File: src/rtl/trap_controller_if.sv
// rtl/trap_controller_if.sv - exception/CSR handshake bundle for trap_controller
interface trap_controller_if #(
  parameter int XLEN = 32
);
  logic [XLEN-1:0] pc;
  logic [31:0]     instr;
  logic            misaligned_fetch;
  logic            illegal_instr;
  logic            ebreak;
  logic            ecall;
  logic            mret;
  logic [XLEN-1:0] csr_rdata;
  logic            csr_we;
  logic [11:0]     csr_addr;
  logic [XLEN-1:0] csr_wdata;
  logic            trap_stall;
  logic            trapped;
  logic [XLEN-1:0] trap_target;

  // Trap sequencer side
  modport slave (
    input  pc, instr, misaligned_fetch, illegal_instr, ebreak, ecall, mret, csr_rdata,
    output csr_we, csr_addr, csr_wdata, trap_stall, trapped, trap_target
  );

  // Pipeline / CSR file side
  modport master (
    output pc, instr, misaligned_fetch, illegal_instr, ebreak, ecall, mret, csr_rdata,
    input  csr_we, csr_addr, csr_wdata, trap_stall, trapped, trap_target
  );
endinterface

File: src/rtl/trap_controller.sv
// rtl/trap_controller.sv - M-mode trap sequencer (optional mtval write: TRAP_MTVAL_EN)
module trap_controller #(
  parameter int          XLEN        = 32,
  parameter logic [11:0] MTVEC_ADDR  = 12'h305,
  parameter logic [11:0] MEPC_ADDR   = 12'h341,
  parameter logic [11:0] MCAUSE_ADDR = 12'h342,
  parameter logic [11:0] MTVAL_ADDR  = 12'h343
) (
  input logic              clk,
  input logic              reset,
  trap_controller_if.slave bus
);

  typedef enum logic [2:0] {
    S_IDLE,
    S_W_MEPC,
    S_W_MCAUSE,
    S_W_MTVAL,
    S_R_MTVEC,
    S_R_MEPC,
    S_REDIRECT
  } state_t;

  localparam logic [XLEN-1:0] ALIGN_MASK = {{(XLEN-2){1'b1}}, 2'b00};

  state_t          r_state;
  logic [3:0]      r_cause;
  logic            r_csr_we;
  logic [11:0]     r_csr_addr;
  logic [XLEN-1:0] r_csr_wdata;
  logic            r_trapped;
  logic [XLEN-1:0] r_trap_target;

  logic            w_exc;
  logic            w_req;
  logic [3:0]      w_cause;

`ifdef TRAP_MTVAL_EN
  logic [XLEN-1:0] r_tval;
  logic [XLEN-1:0] w_tval;
`endif

  assign w_exc = bus.misaligned_fetch | bus.illegal_instr | bus.ebreak | bus.ecall;
  assign w_req = w_exc | bus.mret;

  // Highest-priority exception picks the cause code (and the mtval source)
  always_comb begin
    w_cause = 4'd0;
`ifdef TRAP_MTVAL_EN
    w_tval  = '0;
`endif
    if (bus.misaligned_fetch) begin
      w_cause = 4'd0;
`ifdef TRAP_MTVAL_EN
      w_tval  = bus.pc;
`endif
    end else if (bus.illegal_instr) begin
      w_cause = 4'd2;
`ifdef TRAP_MTVAL_EN
      w_tval  = XLEN'(bus.instr);
`endif
    end else if (bus.ebreak) begin
      w_cause = 4'd3;
    end else if (bus.ecall) begin
      w_cause = 4'd11;
    end
  end

  // The stall must cover the request cycle itself, so it cannot be registered
  assign bus.trap_stall  = (r_state != S_IDLE) | w_req;
  assign bus.csr_we      = r_csr_we;
  assign bus.csr_addr    = r_csr_addr;
  assign bus.csr_wdata   = r_csr_wdata;
  assign bus.trapped     = r_trapped;
  assign bus.trap_target = r_trap_target;

  // Sequencer; each output is loaded with the value it must show in the state being entered
  always_ff @(posedge clk or posedge reset) begin
    if (reset) begin
      r_state       <= S_IDLE;
      r_cause       <= '0;
      r_csr_we      <= 1'b0;
      r_csr_addr    <= '0;
      r_csr_wdata   <= '0;
      r_trapped     <= 1'b0;
      r_trap_target <= '0;
`ifdef TRAP_MTVAL_EN
      r_tval        <= '0;
`endif
    end else begin
      case (r_state)
        S_IDLE: begin
          r_trapped     <= 1'b0;
          r_trap_target <= '0;
          if (w_exc) begin
            r_cause     <= w_cause;
`ifdef TRAP_MTVAL_EN
            r_tval      <= w_tval;
`endif
            r_csr_we    <= 1'b1;
            r_csr_addr  <= MEPC_ADDR;
            r_csr_wdata <= bus.pc;
            r_state     <= S_W_MEPC;
          end else if (bus.mret) begin
            r_csr_we    <= 1'b0;
            r_csr_addr  <= MEPC_ADDR;
            r_csr_wdata <= '0;
            r_state     <= S_R_MEPC;
          end else begin
            r_csr_we    <= 1'b0;
            r_csr_addr  <= '0;
            r_csr_wdata <= '0;
          end
        end
        S_W_MEPC: begin
          r_csr_we    <= 1'b1;
          r_csr_addr  <= MCAUSE_ADDR;
          r_csr_wdata <= {{(XLEN-4){1'b0}}, r_cause};
          r_state     <= S_W_MCAUSE;
        end
        S_W_MCAUSE: begin
`ifdef TRAP_MTVAL_EN
          r_csr_we    <= 1'b1;
          r_csr_addr  <= MTVAL_ADDR;
          r_csr_wdata <= r_tval;
          r_state     <= S_W_MTVAL;
`else
          r_csr_we    <= 1'b0;
          r_csr_addr  <= MTVEC_ADDR;
          r_csr_wdata <= '0;
          r_state     <= S_R_MTVEC;
`endif
        end
        S_W_MTVAL: begin
          r_csr_we    <= 1'b0;
          r_csr_addr  <= MTVEC_ADDR;
          r_csr_wdata <= '0;
          r_state     <= S_R_MTVEC;
        end
        S_R_MTVEC, S_R_MEPC: begin
          // Direct mode only: the low two bits of the vector/return address are ignored
          r_csr_we      <= 1'b0;
          r_csr_addr    <= '0;
          r_csr_wdata   <= '0;
          r_trapped     <= 1'b1;
          r_trap_target <= bus.csr_rdata & ALIGN_MASK;
          r_state       <= S_REDIRECT;
        end
        S_REDIRECT: begin
          r_trapped     <= 1'b0;
          r_trap_target <= '0;
          r_state       <= S_IDLE;
        end
        default: begin
          r_csr_we      <= 1'b0;
          r_csr_addr    <= '0;
          r_csr_wdata   <= '0;
          r_trapped     <= 1'b0;
          r_trap_target <= '0;
          r_state       <= S_IDLE;
        end
      endcase
    end
  end

endmodule
File: src/flat_wrapper.sv
// flat-port wrapper written by rule: the top's interface ports become plain ports
module trap_controller_flat 
#(
  parameter int          XLEN        = 32,
  parameter logic [11:0] MTVEC_ADDR  = 12'h305,
  parameter logic [11:0] MEPC_ADDR   = 12'h341,
  parameter logic [11:0] MCAUSE_ADDR = 12'h342,
  parameter logic [11:0] MTVAL_ADDR  = 12'h343
)
  (clk, reset, bus_pc, bus_instr, bus_misaligned_fetch, bus_illegal_instr, bus_ebreak, bus_ecall, bus_mret, bus_csr_rdata, bus_csr_we, bus_csr_addr, bus_csr_wdata, bus_trap_stall, bus_trapped, bus_trap_target);
  trap_controller_if #(.XLEN(XLEN)) bus_i ();
  input logic clk;
  input logic reset;
  input wire logic [$bits(bus_i.pc)-1:0] bus_pc;
  input wire logic [$bits(bus_i.instr)-1:0] bus_instr;
  input wire logic [$bits(bus_i.misaligned_fetch)-1:0] bus_misaligned_fetch;
  input wire logic [$bits(bus_i.illegal_instr)-1:0] bus_illegal_instr;
  input wire logic [$bits(bus_i.ebreak)-1:0] bus_ebreak;
  input wire logic [$bits(bus_i.ecall)-1:0] bus_ecall;
  input wire logic [$bits(bus_i.mret)-1:0] bus_mret;
  input wire logic [$bits(bus_i.csr_rdata)-1:0] bus_csr_rdata;
  output wire logic [$bits(bus_i.csr_we)-1:0] bus_csr_we;
  output wire logic [$bits(bus_i.csr_addr)-1:0] bus_csr_addr;
  output wire logic [$bits(bus_i.csr_wdata)-1:0] bus_csr_wdata;
  output wire logic [$bits(bus_i.trap_stall)-1:0] bus_trap_stall;
  output wire logic [$bits(bus_i.trapped)-1:0] bus_trapped;
  output wire logic [$bits(bus_i.trap_target)-1:0] bus_trap_target;
  assign bus_i.pc = bus_pc;
  assign bus_i.instr = bus_instr;
  assign bus_i.misaligned_fetch = bus_misaligned_fetch;
  assign bus_i.illegal_instr = bus_illegal_instr;
  assign bus_i.ebreak = bus_ebreak;
  assign bus_i.ecall = bus_ecall;
  assign bus_i.mret = bus_mret;
  assign bus_i.csr_rdata = bus_csr_rdata;
  assign bus_csr_we = bus_i.csr_we;
  assign bus_csr_addr = bus_i.csr_addr;
  assign bus_csr_wdata = bus_i.csr_wdata;
  assign bus_trap_stall = bus_i.trap_stall;
  assign bus_trapped = bus_i.trapped;
  assign bus_trap_target = bus_i.trap_target;
  trap_controller #(.XLEN(XLEN), .MTVEC_ADDR(MTVEC_ADDR), .MEPC_ADDR(MEPC_ADDR), .MCAUSE_ADDR(MCAUSE_ADDR), .MTVAL_ADDR(MTVAL_ADDR)) u_core (.clk(clk), .reset(reset), .bus(bus_i));
endmodule
File: config.mk
export PLATFORM = sky130hd
export DESIGN_NAME = trap_controller_flat
export DESIGN_NICKNAME = d
export VERILOG_FILES = /design/src/rtl/trap_controller_if.sv /design/src/rtl/trap_controller.sv /design/src/flat_wrapper.sv
export SDC_FILE = /design/constraint.sdc
export NUM_CORES = 1
export LEC_CHECK = 0
export CAP_MARGIN = 10
export CORE_ASPECT_RATIO = 0.9
export CORE_MARGIN = 5
export CORE_UTILIZATION = 39
export DETAILED_ROUTE_END_ITERATION = 8
export MAX_ROUTING_LAYER = met4
export PLACE_DENSITY = 0.89
export SLEW_MARGIN = 30
export SYNTH_ARGS = -nofsm -noshare
export SYNTH_HDL_FRONTEND = slang
export SYNTH_SLANG_ARGS = --single-unit
File: constraint.sdc
create_clock -name clk -period 3.6 [get_ports clk]
set_input_delay 0.54 -clock clk [delete_from_list [all_inputs] [get_ports clk]]
set_output_delay 0.54 -clock clk [all_outputs]
set_load 0.005 [all_outputs]
# After elaboration in Yosys (flattened, before gate mapping)
# Index checks and enable logic that the tools add are counted.
[classes]
n_eq_ne = 7
mux = 16
bitwise_logic = 5
n_reduce_logical = 6
[ops]
columns = ["operator", "count"]
rows = [
  ["32-bit one-hot mux with 3 select lines", 1],
  ["32-bit one-hot mux with 2 select lines", 1],
  ["12-bit one-hot mux with 4 select lines", 1],
  ["32-bit 2-to-1 mux", 1],
  ["4-bit 2-to-1 mux", 4],
  ["12-bit 2-to-1 mux", 1],
  ["3-bit one-hot mux with 4 select lines", 1],
  ["10-bit 2-to-1 mux", 1],
  ["3-bit equality test (second input constant)", 3],
  ["3-bit by 2-bit equality test with 1-bit output (second input constant)", 2],
  ["3-bit 2-to-1 mux", 2],
  ["1-bit bitwise OR", 5],
  ["2-bit OR reduction", 2],
  ["3-bit by 1-bit equality test with 1-bit output (second input constant)", 1],
  ["3-bit logical NOT", 1],
  ["3-bit by 2-bit != test with 1-bit output (second input constant)", 1],
  ["1-bit one-hot mux with 3 select lines", 1],
  ["3-bit nonzero test", 1],
  ["3-bit OR reduction", 1],
  ["1-bit one-hot mux with 2 select lines", 1],
  ["2-bit AND reduction", 1],
  ["1-bit 2-to-1 mux", 1],
]
[totals]
reg_bits = 85
in_bits = 103
out_inout_bits = 79

# Logic depth before layout (Yosys ltp)
# Gate-level depths: netlist (run 1).
[depth]
ltp_word = 5
ltp_mapped = 6
mapped_depth_nobuf = 3

# Worst setup path after synthesis (run 1)
# No wires, ideal clock.
[synth_path]
path_type = "in2out"
from = "input port bus_illegal_instr"
to = "output port bus_trap_stall"
arrival_ns = 1.158
required_time_ns = 3.060
path_slack_ns = 1.902
stages = 3
path_cell_list = "nor4_4 -> nand2b_1 -> nand2b_1"
[synth_between]
elab_chain_len = 5
[synth_rtl]
columns = ["item", "line", "source"]
rows = [
  ["from (decl)", "flat_wrapper.sv:17", "input wire logic [$bits(bus_i.illegal_instr)-1:0] bus_illegal_instr;"],
  ["1-bit bitwise OR (3 in a row)", "trap_controller.sv:43", "assign w_exc = bus.misaligned_fetch | bus.illegal_instr | bus.ebreak | bus.ecall;"],
  ["1-bit bitwise OR", "trap_controller.sv:44", "assign w_req = w_exc | bus.mret;"],
  ["1-bit bitwise OR", "trap_controller.sv:70", "assign bus.trap_stall = (r_state != S_IDLE) | w_req;"],
  ["to (decl)", "flat_wrapper.sv:25", "output wire logic [$bits(bus_i.trap_stall)-1:0] bus_trap_stall;"],
]
# Every way passes these cells.

# Worst setup path after layout (run 1)
# Same ends and word-level chain as after synthesis.

==> results.py, run 1 <==
metrics = {
    "status": {
        "run_status": "complete, no violations",
    },
    "cts": {
        "cts-root-buf": "clkbuf_8",
        "htreeDepth": 3,
        "cts_resized": 0,
        "path_clk_slew_ns": 0.08,
        "clock_latency_ns": 0.33,
        "tritoncts": "built",
        "clockBufferDepth": 2,
        "cts_setup_buffers": 0,
        "cts_sinks": 75,
        "cts_made_buffers": 9,
        "postCtsHoldBufs": 0,
    },
    "yosys": {
        "yosys-mux-area-fraction": 0,
        "yosysSeqAreaShare": 0.6516,
        "synth_enable_flop_cells": 0,
        "ys_types": 26,
        "synth_area_leaders": "dfrtp_1, a22o_1, buf_4",
        "synth_top_family_by_area": "compound AO/OA/AOI/OAI gates",
        "synth_top_area_share": 0.6516,
        "synth_area_mm2": 0.002880,
        "syn_avg_cell_area_um2": 13.72,
        "synth_ff_type": "dfrtp_1",
        "synthCells": 210,
        "synth_simple_gate_area_frac": 0.05343,
        "synth_compound_area_frac": 0.2320,
        "ys_seq_elements": 75,
        "yosys.area.top_type": "dfrtp_1",
        "synthAdderAreaFrac": 0,
        "synth_most_common_cell": "dfrtp_1",
        "synth-async-reset-ratio": 1.000,
        "synthTopCellsByCount": "dfrtp_1, a22o_1, buf_2, buf_4",
        "ys_warn_count": 0,
        "synth_xor_area_frac": 0,
    },
    "layout": {
        "areaGrowthSynthToFinish_pct": 56.65,
        "fin_area_mm2": 0.004512,
        "fin_nets": 445,
        "layout.cells.non_filler": 440,
        "drive_gt1_frac": 0.07205,
        "num_antenna_cells": 0,
    },
    "drt": {
        "ant_nets": 0,
        "routed-via-count": 2177,
        "drt_pass1_iterations": 4,
        "viasPerCell": 4.948,
        "drt_iter0_markers": 92,
        "wl_per_cell_um": 17.64,
        "routed_wl_um": 7760,
        "drc": 0,
    },
    "critical_path": {
        "required_ns": 3.06,
        "cp.arrival_ns": 2.22,
        "r2r_start": "u_core.r_state[1]$_DFFE_PP0P_",
        "cp_slowest_cell": "clkdlybuf4s50_1",
        "cp_cell_sequence": "clkdlybuf4s50_1 > nor4_4 > nand2b_1 > nand2b_1 > clkdlybuf4s50_1",
        "r2r_slack_ns": 1.88,
        "crit_family": "buffers and inverters",
        "cp_max_fo": 5,
        "reg2reg_depth": 4,
        "timing.rr.end": "u_core.bus.csr_wdata[14]$_DFFE_PP0P_",
        "max_stage_delay_ns": 0.47,
        "cp_num_buf_inv": 2,
        "cp-end-kind": "output pin",
        "critPathKind": "input port to output pin",
        "cp-start-kind": "input port",
    },
    "hold_path": {
        "hp-start": "u_core.bus.trapped$_DFFE_PP0N_",
        "whs_path_depth": 1,
        "whs_endpoint": "u_core.bus.trapped$_DFFE_PP0N_",
        "worst_hold_path_type": "flop to flop",
    },
    "grt": {
        "grt_overflow_total": 0,
        "grt_usage": 0.1732,
        "grt_pass1_vias": 2347,
        "antenna_found_initial": 0,
        "grt_first_pass_wirelength_um": 12320,
        "grt_max_degree": 76,
    },
    "power_and_ir_drop": {
        "powerDensity_mw_per_mm2": 818.3,
        "p_leak_nw": 1.993,
        "finalPower_mw": 3.692,
        "peakVddDrop_mv": 0.3844,
    },
    "floorplanning": {
        "start_util": 0.4050,
        "die_w_um": 100.6,
        "die_area_mm2": 0.009206,
        "core_area_mm2": 0.007112,
        "io_pins": 182,
        "die_y_um": 91.53,
        "rows": 29,
    },
    "placed_design": {
        "place_congestion": 0.7626,
        "dp_cells": 424,
        "placed_area_mm2": 0.004282,
        "hpwlAfterDp_um": 5623,
        "portBuffers": 139,
        "dp_slack_ns": 0.8399,
    },
    "sta": {
        "fin_crit_sh": 0.7660,
        "fin_tns_setup_ns": 0,
        "fin_skew_ns": 0.01001,
        "rsz0062_at_grt": "false",
        "slew_viol_final": 0,
        "setup_viol": 0,
        "worst_slew_pin_slew_ns": 0.7266,
        "max_freq_ghz": 0.3626,
        "hold_viol": 0,
        "slew_headroom": 0.5145,
        "period_minus_slack_ns": 2.758,
        "fin_ws_ns": 0.8424,
    },
    "job": {
        "maxCapViolCount": 0,
    },
}
-- stage by stage --
step | util | hold WS [ns]
floorplan | - | 0.4557
global placement | 0.6005 | 0.4592
detailed placement | 0.6020 | 0.4690
CTS | 0.6339 | 0.4866
global route | 0.6344 | 0.5105
finish | 0.6344 | 0.4823
-- power by group --
group          internal, mW  leakage, nW  total, mW  switching (mW)
sequential             1.20        0.984       1.45           0.251
clock                 0.409        0.108      0.713           0.304
combinational         0.928        0.900       1.53           0.603
-- worst register-to-register path: cells and delay by family, from the launching register on --
kind | cells | cell delay (ns)
AOI/OAI and AO/OA | 1 | 0.22
buffers and inverters | 1 | 0.32
DFF | 1 | 0.54
and+or+nand+nor | 2 | 0.57
-- cells in the final DEF, fill, tap and decap left out, types with 2 or more instances in the layout --
master           count
clkdlybuf4s50_1    139
dfrtp_1             75
a22o_1              62
clkbuf_8            10
conb_1               8
a21oi_1              6
nor2_1               5
nand2b_1             3
nand2_1              3
and2_1               3
a221o_1              3
inv_1                2
o21ai_0              2
a21o_1               2
o21a_1               2
or3_1                2
clkinvlp_4           2
bufinv_16            2
-- layout make-up --
cell class	count	area, um^2
Fill cell	553	2600
Sequential cell	75	1877
Timing Repair Buffer	141	1410
Multi-Input combinational cell	112	870.8
Clock buffer	10	137.6
Tap cell	93	116.4
Clock inverter	6	88.84
Inverter	3	11.26
-- worst max-delay path by stage --
stage / start / endpoint / slack [ns] / cells past startpoint
after detailed placement: bus_illegal_instr / bus_trap_stall / 0.84 / 5
after CTS: bus_illegal_instr / bus_trap_stall / 0.82 / 5
after floorplan: reset / u_core.bus.csr_addr[0]$_DFFE_PP0P_ / 1.15 / 1
after global routing: bus_misaligned_fetch / bus_trap_stall / 0.66 / 5
final: bus_illegal_instr / bus_trap_stall / 0.84 / 5
after global placement: bus_illegal_instr / bus_trap_stall / 0.84 / 5
-- registers in the layout, summed over array words and instances, names as in the netlist --
| name | cells |
|---|---|
| u_core.r_cause | 3 |
| u_core.bus.trap_target | 30 |
| u_core.bus.csr_we | 1 |
| u_core.bus.csr_wdata | 32 |
| u_core.r_state | 3 |
| u_core.bus.trapped | 1 |
| u_core.bus.csr_addr | 5 |
-- per-layer routing --
metal | up-vias | global-route usage | share of wire | routed length, um
met3 | 11 | 0.02375 | 0.043 | 333
met1 | 1066 | 0.2150 | 0.43 | 3314
met2 | 74 | 0.2862 | 0.51 | 3985
met4 | 0 | 0.06622 | 0.016 | 127
met5 | - | - | 0 | 0
li1 | 1026 | - | - | -
-- kinds of logic after synthesis --
group	Yosys count
AOI/OAI and AO/OA	80
and+or+nand+nor	24
other	1
DFF	75
buffers and inverters	30
Note: power is estimated with default switching activity, not from simulation.
==> run 2, diff against run 1 <==
--- a/config.mk
+++ b/config.mk
@@ -8,10 +8,10 @@
 export CAP_MARGIN = 10
 export CORE_ASPECT_RATIO = 0.9
 export CORE_MARGIN = 5
-export CORE_UTILIZATION = 39
+export CORE_UTILIZATION = 36
 export DETAILED_ROUTE_END_ITERATION = 8
 export MAX_ROUTING_LAYER = met4
-export PLACE_DENSITY = 0.89
+export PLACE_DENSITY = 0.83
 export SLEW_MARGIN = 30
 export SYNTH_ARGS = -nofsm -noshare
 export SYNTH_HDL_FRONTEND = slang
==> constraint.sdc (replaced) <==
create_clock -name clk -period 2.7 [get_ports clk]
set_input_delay 0.405 -clock clk [delete_from_list [all_inputs] [get_ports clk]]
set_output_delay 0.405 -clock clk [all_outputs]
set_load 0.005 [all_outputs]
==> results.py, run 2 (synthesized netlist as in run 1, its figures left out) <==
metrics = {
    "status": {
        "run_status": "complete, no violations",
    },
    "floorplanning": {
        "rows": 31,
        "io_pins": 182,
        "die_w_um": 104.3,
        "start_util": 0.3640,
        "die_y_um": 94.86,
        "die_area_mm2": 0.009892,
        "core_area_mm2": 0.007913,
    },
    "drt": {
        "drc": 0,
        "drt_pass1_iterations": 4,
        "routed_wl_um": 7770,
        "viasPerCell": 4.969,
        "ant_nets": 0,
        "drt_iter0_markers": 70,
        "wl_per_cell_um": 17.27,
        "routed-via-count": 2236,
    },
    "layout": {
        "num_antenna_cells": 0,
        "layout.cells.non_filler": 450,
        "drive_gt1_frac": 0.07977,
        "fin_area_mm2": 0.004514,
        "largest_register_ffs": 32,
        "fin_nets": 449,
        "final_util": 0.5705,
        "areaGrowthSynthToFinish_pct": 56.73,
        "final_common_cell": "clkdlybuf4s50_1",
        "layout_common_cells": "clkdlybuf4s50_1, dfrtp_1, a22o_1, clkbuf_8, conb_1",
    },
    "placed_design": {
        "hpwlAfterDp_um": 5656,
        "portBuffers": 139,
        "dp_slack_ns": 0.3187,
        "placed_area_mm2": 0.004322,
        "dp_cells": 434,
        "place_congestion": 0.7882,
    },
    "sta": {
        "fin_tns_setup_ns": 0,
        "slew_viol_final": 0,
        "fin_skew_ns": 0.009745,
        "setup_viol": 0,
        "rsz0062_at_grt": "false",
        "slew_headroom": 0.6078,
        "period_minus_slack_ns": 2.368,
        "worst_slew_pin_slew_ns": 0.5877,
        "fin_crit_sh": 0.8770,
        "max_freq_ghz": 0.4223,
        "hold_viol": 0,
        "fin_ws_ns": 0.3320,
    },
    "cts": {
        "cts_setup_buffers": 0,
        "tritoncts": "built",
        "postCtsHoldBufs": 0,
        "cts_sinks": 75,
        "cts-root-buf": "clkbuf_8",
        "clockBufferDepth": 2,
        "path_clk_slew_ns": 0.08,
        "htreeDepth": 3,
        "cts_made_buffers": 9,
        "clock_latency_ns": 0.34,
        "cts_resized": 0,
    },
    "power_and_ir_drop": {
        "powerDensity_mw_per_mm2": 1070,
        "peakVddDrop_mv": 0.5163,
        "p_leak_nw": 1.998,
    },
    "critical_path": {
        "cp_max_fo": 4,
        "cp.arrival_ns": 1.96,
        "cp-start-kind": "input port",
        "critPathKind": "input port to output pin",
        "required_ns": 2.30,
        "cp-end-kind": "output pin",
        "reg2reg_depth": 4,
    },
    "grt": {
        "grt_busiest_layer": "met2",
        "grt_first_pass_wirelength_um": 12360,
        "grt_use_met1": 0.1952,
        "antenna_found_initial": 0,
        "grt_use_met2": 0.2669,
        "grt_overflow_total": 0,
        "grt_usage": 0.1612,
        "grt_pass1_vias": 2315,
        "use_met3": 0.04375,
        "grt_max_degree": 43,
    },
    "hold_path": {
        "worst_hold_path_type": "input port to asynchronous set/reset pin",
    },
    "job": {
        "maxCapViolCount": 0,
    },
}
## run 2: changes by cell type in the layout (fill, tap and decap cells not counted), sizes merged
cell / change
buf: +4
bufinv: -1
clkbuf: -1
clkinv: +3
inv: -1
## run 2: worst paths after layout
path                                                    start                                endpoint  slack, ns
hold reg to reg            u_core.bus.csr_addr[1]$_DFFE_PP0P_      u_core.bus.csr_addr[1]$_DFFE_PP0P_       0.48
hold / removal                                          reset    u_core.bus.csr_wdata[28]$_DFFE_PP0P_       0.43
min in group clk           u_core.bus.csr_addr[1]$_DFFE_PP0P_      u_core.bus.csr_addr[1]$_DFFE_PP0P_       0.48
max in group asynchronous                               reset  u_core.bus.trap_target[27]$_DFFE_PP0N_       1.64
setup reg to reg                u_core.r_state[1]$_DFFE_PP0P_    u_core.bus.csr_wdata[23]$_DFFE_PP0P_       0.80
setup / recovery                            bus_illegal_instr                          bus_trap_stall       0.33
## run 2: cell type report
class | instances | area (um^2)
Fill cell | 667 | 3398
Sequential cell | 75 | 1877
Timing Repair Buffer | 145 | 1449
Multi-Input combinational cell | 112 | 859.6
Clock buffer | 9 | 123.9
Tap cell | 99 | 123.9
Clock inverter | 7 | 68.82
Inverter | 3 | 12.51
## run 2: critical path: stages
cell and delay (ns):
clkdlybuf4s50_1 0.48, nor4_4 0.32, nand2b_1 0.14, nand2b_1 0.16
clkdlybuf4s50_1 0.46
## run 2: through the flow
stage / total power [mW] / hold slack (ns)
finish: 4.830 / 0.4325
global route: 5.137 / 0.4740
CTS: 4.891 / 0.4487
detailed placement: 4.031 / 0.4691
global placement: 3.957 / 0.4602
floorplan: 2.848 / 0.4557
## run 2: routing by layer
layer,part of all wire,up-vias
met5,0,-
met4,0.0088,0
met3,0.037,8
met2,0.53,70
met1,0.42,1127
li1,-,1031
## run 2: power by group
part           switching (mW)  total, mW  internal [mW]
clock network           0.413      0.836          0.423
logic                   0.810       2.07           1.26
registers               0.331       1.93           1.60
==> run 3, diff against run 2 <==
--- a/config.mk
+++ b/config.mk
@@ -11,7 +11,7 @@
 export CORE_UTILIZATION = 36
 export DETAILED_ROUTE_END_ITERATION = 8
 export MAX_ROUTING_LAYER = met4
-export PLACE_DENSITY = 0.83
+export PLACE_DENSITY = 0.79
 export SLEW_MARGIN = 30
 export SYNTH_ARGS = -nofsm -noshare
 export SYNTH_HDL_FRONTEND = slang
==> constraint.sdc (replaced) <==
create_clock -name clk -period 2.7 [get_ports clk]
set_input_delay 0.405 -clock clk [delete_from_list [all_inputs] [get_ports clk]]
set_output_delay 0.405 -clock clk [all_outputs]
set_load 0.1 [all_outputs]
==> results.py, run 3 (synthesized netlist as in run 1, its figures left out) <==
metrics = {
    "hold_path": {
        "worst_hold_path_type": "flop to flop",
    },
    "cts": {
        "postCtsHoldBufs": 0,
        "cts-root-buf": "clkbuf_8",
        "cts_setup_buffers": 0,
        "path_clk_slew_ns": 0.08,
        "tritoncts": "built",
        "cts_resized": 0,
        "clock_latency_ns": 0.33,
        "htreeDepth": 3,
        "cts_sinks": 75,
        "cts_made_buffers": 9,
        "clockBufferDepth": 2,
    },
    "floorplanning": {
        "die_w_um": 104.3,
        "rows": 31,
        "core_area_mm2": 0.007913,
        "start_util": 0.3640,
        "io_pins": 182,
        "die_area_mm2": 0.009892,
        "die_y_um": 94.86,
    },
    "critical_path": {
        "cp_max_fo": 5,
        "cp-start-kind": "input port",
        "required_ns": 2.30,
        "cp.arrival_ns": 1.88,
        "critPathKind": "input port to output pin",
        "cp-end-kind": "output pin",
    },
    "sta": {
        "period_minus_slack_ns": 2.290,
        "worst_slew_pin_slew_ns": 0.6739,
        "hold_viol": 0,
        "fin_tns_setup_ns": 0,
        "slew_headroom": 0.5507,
        "fin_skew_ns": 0.007722,
        "slew_viol_final": 0,
        "max_freq_ghz": 0.4367,
        "fin_crit_sh": 0.8481,
        "setup_viol": 0,
        "rsz0062_at_grt": "false",
    },
    "drt": {
        "routed_wl_um": 7442,
        "viasPerCell": 4.955,
        "drt_pass1_iterations": 4,
        "routed-via-count": 2225,
        "drc": 0,
        "ant_nets": 0,
        "drt_iter0_markers": 64,
        "wl_per_cell_um": 16.57,
    },
    "layout": {
        "layout_common_cells": "buf_4, dfrtp_1, clkdlybuf4s50_1, a22o_1, clkbuf_8",
        "drive_gt1_frac": 0.2800,
        "num-fill-cells": 673,
        "num_antenna_cells": 0,
        "fin_nets": 448,
        "areaGrowthSynthToFinish_pct": 51.52,
        "largest_register_ffs": 32,
        "multi_input_area_um2": 860.8,
        "regArea_mm2": 0.001877,
    },
    "status": {
        "run_status": "complete, no violations",
    },
    "grt": {
        "grt_pass1_vias": 2320,
        "grt_first_pass_wirelength_um": 11910,
        "grt_usage": 0.1514,
        "grt_overflow_total": 0,
        "antenna_found_initial": 0,
        "grt_max_degree": 41,
    },
    "placed_design": {
        "place_congestion": 0.7801,
        "portBuffers": 139,
        "hpwlAfterDp_um": 5324,
    },
    "job": {
        "maxCapViolCount": 0,
    },
}
[run 3: cell types whose count changed in the layout (fill, tap and decap cells not counted), sizes merged]
cell / delta
clkdlybuf4s50: -71
clkinv: -4
clkbuf: +3
buf: +70
clkinvlp: -1
inv: +1
bufinv: +1
[run 3: worst paths after layout]
check,startpoint,end,slack (ns),cells after the start
max,bus_illegal_instr,bus_trap_stall,0.41,5
min,u_core.bus.trapped$_DFFE_PP0N_,u_core.bus.trapped$_DFFE_PP0N_,0.48,1
max reg2reg,u_core.r_state[1]$_DFFE_PP0P_,u_core.bus.csr_wdata[14]$_DFFE_PP0P_,1.00,4
min reg2reg,u_core.bus.trapped$_DFFE_PP0N_,u_core.bus.trapped$_DFFE_PP0N_,0.48,1
max in group asynchronous,reset,u_core.bus.trap_target[24]$_DFFE_PP0N_,1.82,3
min in group asynchronous,reset,u_core.bus.csr_wdata[19]$_DFFE_PP0P_,0.50,3
[run 3: critical path: stages]
cell and delay (ns):
clkdlybuf4s50_1 0.47, nor4_4 0.43, nand2b_1 0.17, nand2b_1 0.22, buf_12 0.19
[run 3: layer usage]
layer / vias to the layer above / routed length [um] / GRT usage
li1: 1035 / - / -
met1: 1119 / 3307 / 0.1945
met4: 0 / 91 / 0.05178
met5: - / 0 / -
met3: 8 / 310 / 0.03281
met2: 63 / 3734 / 0.2395
[run 3: layout make-up]
type                       count  share of cell area
timing repair buffer         144              0.2896
clock buffer                  12             0.03555
inverter                       3            0.002580
clock inverter                 4             0.01663
multi-input combinational    112              0.1972
tap                           99             0.02838
sequential                    75              0.4300
[run 3: metrics by stage]
stage                     instances  cell area (um^2)  utilization  hold WS [ns]  setup slack (ns)
after global routing            449              4364       0.5516        0.5203            0.2624
after detailed placement        433              4136       0.5228        0.4670            0.4124
after global placement          433              4135       0.5226        0.4623            0.4261
final                           449              4364       0.5516        0.4830            0.4103
after CTS                       449              4364       0.5516        0.4854            0.3990
after floorplan                 217              2907            -        0.4557            0.3850
Power of run 3 is left out: the tool's default activity adds up to more than one toggle a clock period on the data nets, which glitch-free logic cannot reach.
